<file path="src/rtl/controle_estado.sv">
// Irrigation controller: synchronizes and debounces the operator buttons, then
// sequences the fill valve and the irrigation pump, raising an alarm when the
// tank takes too long to fill.
module controle_estado #(
   parameter int unsigned DEBOUNCE_CICLOS = 4,
   parameter int unsigned TEMPO_IRRIGA    = 10,
   parameter int unsigned TEMPO_MAX_ENCHE = 20
) (
   input  logic       clock,
   input  logic       reset,
   input  logic       iniciar,
   input  logic       parar,
   input  logic       cheio,
   output logic [1:0] estado,
   output logic       valvula,
   output logic       bomba,
   output logic       alarme
);

   typedef enum logic [1:0] {
      StOcioso    = 2'b00,
      StEnchendo  = 2'b01,
      StIrrigando = 2'b10,
      StErro      = 2'b11
   } estado_e;

   // Terminal values compared against the counters before they increment.
   localparam logic [7:0]  DebFim    = 8'(DEBOUNCE_CICLOS - 1);
   localparam logic [15:0] IrrigaFim = 16'(TEMPO_IRRIGA - 1);
   localparam logic [15:0] EncheFim  = 16'(TEMPO_MAX_ENCHE - 1);

   // Bit 0 = iniciar, bit 1 = parar, bit 2 = cheio.
   logic [2:0] sync1_q, sync2_q;

   // Debouncer state, index 0 = iniciar, index 1 = parar.
   logic [1:0] aceito_q, aceito_d;
   logic [1:0] pulso_q, pulso_d;
   logic [7:0] deb_cnt_q [2];
   logic [7:0] deb_cnt_d [2];

   estado_e     state_q, state_d;
   logic [15:0] cnt_q, cnt_d;
   logic        valvula_q, bomba_q, alarme_q;

   // Two-flop synchronizers for all asynchronous inputs.
   always_ff @(posedge clock) begin
      if (reset) begin
         sync1_q <= '0;
         sync2_q <= '0;
      end else begin
         sync1_q <= {cheio, parar, iniciar};
         sync2_q <= sync1_q;
      end
   end

   // Debounce next state: accept a new level after DEBOUNCE_CICLOS differing
   // samples in a row, pulsing only when the accepted level rises.
   always_comb begin
      aceito_d  = aceito_q;
      pulso_d   = '0;
      deb_cnt_d = deb_cnt_q;
      for (int i = 0; i < 2; i++) begin
         if (sync2_q[i] == aceito_q[i]) begin
            deb_cnt_d[i] = '0;
         end else if (deb_cnt_q[i] == DebFim) begin
            aceito_d[i]  = sync2_q[i];
            pulso_d[i]   = sync2_q[i];
            deb_cnt_d[i] = '0;
         end else begin
            deb_cnt_d[i] = deb_cnt_q[i] + 8'd1;
         end
      end
   end

   // Debounce registers.
   always_ff @(posedge clock) begin
      if (reset) begin
         aceito_q     <= '0;
         pulso_q      <= '0;
         deb_cnt_q[0] <= '0;
         deb_cnt_q[1] <= '0;
      end else begin
         aceito_q     <= aceito_d;
         pulso_q      <= pulso_d;
         deb_cnt_q[0] <= deb_cnt_d[0];
         deb_cnt_q[1] <= deb_cnt_d[1];
      end
   end

   // FSM next state with priority parar > cheio > timeout > iniciar.
   always_comb begin
      state_d = state_q;
      // Saturate so idle/error dwell never wraps.
      cnt_d   = (cnt_q == 16'hffff) ? cnt_q : cnt_q + 16'd1;
      case (state_q)
         StOcioso: begin
            if (pulso_q[0] && !pulso_q[1]) state_d = StEnchendo;
         end
         StEnchendo: begin
            if (pulso_q[1])            state_d = StOcioso;
            else if (sync2_q[2])       state_d = StIrrigando;
            else if (cnt_q == EncheFim) state_d = StErro;
         end
         StIrrigando: begin
            if (pulso_q[1])             state_d = StOcioso;
            else if (cnt_q == IrrigaFim) state_d = StOcioso;
         end
         StErro: begin
            if (pulso_q[1]) state_d = StOcioso;
         end
         default: state_d = StOcioso;
      endcase
      if (state_d != state_q) cnt_d = '0;
   end

   // State, dwell counter and registered Moore outputs.
   always_ff @(posedge clock) begin
      if (reset) begin
         state_q   <= StOcioso;
         cnt_q     <= '0;
         valvula_q <= 1'b0;
         bomba_q   <= 1'b0;
         alarme_q  <= 1'b0;
      end else begin
         state_q   <= state_d;
         cnt_q     <= cnt_d;
         valvula_q <= (state_d == StEnchendo);
         bomba_q   <= (state_d == StIrrigando);
         alarme_q  <= (state_d == StErro);
      end
   end

   assign estado  = state_q;
   assign valvula = valvula_q;
   assign bomba   = bomba_q;
   assign alarme  = alarme_q;

endmodule

</file>
<file path="config.mk">
export PLATFORM = sky130hd
export DESIGN_NAME = controle_estado
export DESIGN_NICKNAME = d
export VERILOG_FILES = /design/src/rtl/controle_estado.sv
export SDC_FILE = /design/constraint.sdc
export NUM_CORES = 1
export LEC_CHECK = 0
export ABC_CLOCK_PERIOD_IN_PS = 2800
export CELL_PAD_IN_SITES_DETAIL_PLACEMENT = 1
export CELL_PAD_IN_SITES_GLOBAL_PLACEMENT = 2
export CORE_UTILIZATION = 37
export DETAILED_ROUTE_END_ITERATION = 10
export PLACE_DENSITY_LB_ADDON = 0.05
export SLEW_MARGIN = 15
export SYNTH_ARGS = -nofsm -noshare
export SYNTH_HDL_FRONTEND = slang
export SYNTH_SLANG_ARGS = --single-unit
export TNS_END_PERCENT = 20
</file>
<file path="constraint.sdc">
create_clock -name clock -period 2.8 [get_ports clock]
set_input_delay 0.7 -clock clock [delete_from_list [all_inputs] [get_ports clock]]
set_output_delay 0.7 -clock clock [all_outputs]
set_load 0.005 [all_outputs]
</file>
==> results.md <==
* Status: finished clean
* Initial Utilization at 0.3831
* Total GRT Usage at 0.1572
* Drt drc at 0
* Routed WL per cell at 13.42 um
* PortBufs at 9
* Area leader, netlist: dfxtp_1
* Commonest non-fill, non-tap cell in the layout: dfxtp_1
* Root buf cell: clkbuf_8
* Register area share after synthesis at 0.4808
* Cts repair resizes at 0
* YS warnings at 0
* First-pass GRT wire length at about 6600 um
* Post-synth top area share at 0.4808
* Final Hold Viols at 0
* Fin crit share at 0.7991
* DRT Wirelength at ~4000 um
* P per Cell Area at 572.8 mW/mm^2
* Via count at around 1500
* Maximum clock frequency at approximately 0.45 GHz
* Initial antenna violation count at 0
* Post-CTS setup buffer count at 0
* FF-to-FF Start: deb_cnt_q[0]
* Die Outline Area at 0.005584 mm^2
* P_leak at roughly 0.8 nW
* CORE AREA at around 0.0051 mm^2
* Detail Route Antenna Nets at 0
* Netlist Area Pre-Place at ~0.0020 mm^2
* Worst skew pair latency at ~300 ps
* Final instance area at around 0.0023 mm^2
* Mean post-synth cell area at 9.102 um^2
* CP max FO at 8
* Post-DR vias/cell at 5.076
* Max_slew headroom at 0.6089
* CTS Hold Bufs at 0
* Io pins at 10
* Maximum VDD drop at about 0.32 mV
* Commonest cells after routing, fill and taps aside: dfxtp_1, nor2_1, nand3_1
* Setup crit start: deb_cnt_q[0]
* CP startpoint kind: register
* CTS clk-pin slew, worst paths at 90 ps
* Area Overhead vs Synth at 16.56%
* Crit path DAT at between 2000 and 2500 ps
* Critical Path Sink Type: register
* # clock sinks at 47
* Largest buffer count on any clock path at 2
* Hold Path Cell Cnt at 1
* Post-DP Area at ~0.0021 mm^2
* Setup ws final at around 560 ps
* Diodes inserted at 0
* Worst Tran Pin Value at between 500 and 600 ps
* Die H at 74.73 um
* Rows at 26
* Crit path time final at 2238 ps
* FF-to-FF End: deb_cnt_q[3]
* Pre-CTS setup slack at between 500 and 600 ps
* Unique masters post-synth at 37
* CP required at approximately 3000 ps
* Nets at around 240
* Number of global-route vias before repair at ~1500
* Setup_tns at 0 ps
* CTS tree: built
* Total of max-cap violations at 0
* Largest net degree at the start of global routing at 17
* Power Total at 1.306 mW
* H-tree Lvls at 2
* Cells after synthesis at around 220
* Post-DP HPWL at about 3000 um
* DIE WIDTH at approximately 75 um
* Placer's final routability congestion estimate at between 0.7 and 0.8
* # setup viols final at 0
* Slew Limit Fails at 0
* Fraction of layout cells with a size suffix above 1 at 0.08225
* HP Start: sync1_q[2]
* Synth top area cells: dfxtp_1, xor2_1, nor2_1, nand3_1, xnor2_1
* HP Class: reg2reg
* #FFs+latches synth at 47
* Total congestion overflow at 0
* CTS Buf Count at 5
* 1st-pass router iterations at 4
* Initial DRC count at 59
* Final hold slack at approximately 440 ps
* WS Path Type: reg2reg
* Reg2reg setup slack at around 560 ps
* WHS Endpoint: sync2_q[2]
* Syn nets at between 200 and 250
* RSZ-0062 raised after global routing: no
* FF-to-FF path depth at 5
* Clock Skew at 6.893 ps
==> kinds of logic (layout without fill, tap and decap cells) <==
group,count (synthesis),after routing,synth area share
compound gates,17,17,0.05818
xor+xnor,21,21,0.09399
fa+ha+maj,4,4,0.02558
buf+inv,11,27,0.02173
flops,47,47,0.4808
mux,2,2,0.01023
simple gates,113,113,0.3095
==> stage by stage <==
step	utilization	instances
6_report	0.4466	301
5_1_grt	0.4466	301
4_1_cts	0.4466	301
3_5_place_dp	0.4199	293
3_3_place_gp	0.4199	293
2_1_floorplan	-	215
==> how the worst max path moves through the flow <==
stage,end,cells after the start
after floorplan,deb_cnt_q[10],6
after global placement,valvula,5
after detailed placement,deb_cnt_q[2],5
after CTS,deb_cnt_q[2],5
after global routing,deb_cnt_q[3],5
final,deb_cnt_q[3],5
==> cells in the mapped netlist <==
cell type / number
nand4_1: 5
clkbuf_1: 4
nand3b_1: 1
ha_1: 4
and4_2: 1
or2_2: 2
inv_1: 6
buf_2: 1
nand2b_1: 1
xor2_1: 15
or4_1: 3
nand3_1: 16
or4b_2: 2
and4_1: 1
xnor2_1: 6
o21ai_0: 1
a31oi_1: 4
nor3b_1: 4
or4_4: 1
nor4_1: 5
a221oi_1: 1
nor3_1: 5
o21ai_1: 1
and3_1: 7
or4bb_1: 1
nand2_1: 11
dfxtp_1: 47
mux2i_1: 2
nor2_1: 34
nor3_2: 1
or3_1: 3
a41oi_1: 1
a211oi_1: 5
and2_1: 1
a21oi_1: 3
nor2b_1: 8
a311oi_1: 1
==> worst max-delay path, stage by stage, from the launching register on <==
cell and delay, ps:
dfxtp_1 400, ha_1 250, or4b_2 600, nor4_1 440, or3_1 350, nor2_1 90
==> report_power, final <==
part	total, mW	switching [mW]	leakage (nW)	internal [mW]
Combinational	0.0348	0.0173	0.353	0.0175
Clock	0.587	0.231	0.0644	0.356
Sequential	0.684	0.00793	0.381	0.676
==> area by class of cell <==
| class | instances | area [um^2] |
|---|---|---|
| Multi-Input combinational cell | 157 | 973.4 |
| Inverter | 6 | 22.52 |
| Sequential cell | 47 | 940.9 |
| Fill cell | 605 | 2826 |
| Clock inverter | 3 | 67.56 |
| Tap cell | 70 | 87.58 |
| Clock buffer | 5 | 68.82 |
| Timing Repair Buffer | 13 | 120.1 |
==> sequential cells by signal, summed over array words and instances (netlist names) <==
register,count
aceito_q,2
alarme,1
bomba,1
cnt_q,16
deb_cnt_q,16
estado,2
pulso_q,2
sync1_q,3
sync2_q,3
valvula,1
==> routing by layer <==
layer  track usage  routed length, um  vias up
met5             0                  0        -
met4       0.05031                 53        0
met3       0.04418                106        5
met2        0.2543               1863       14
met1        0.2030               2016      727
li1              -                  -      782
No activity file was read; power rests on OpenSTA's default activity.
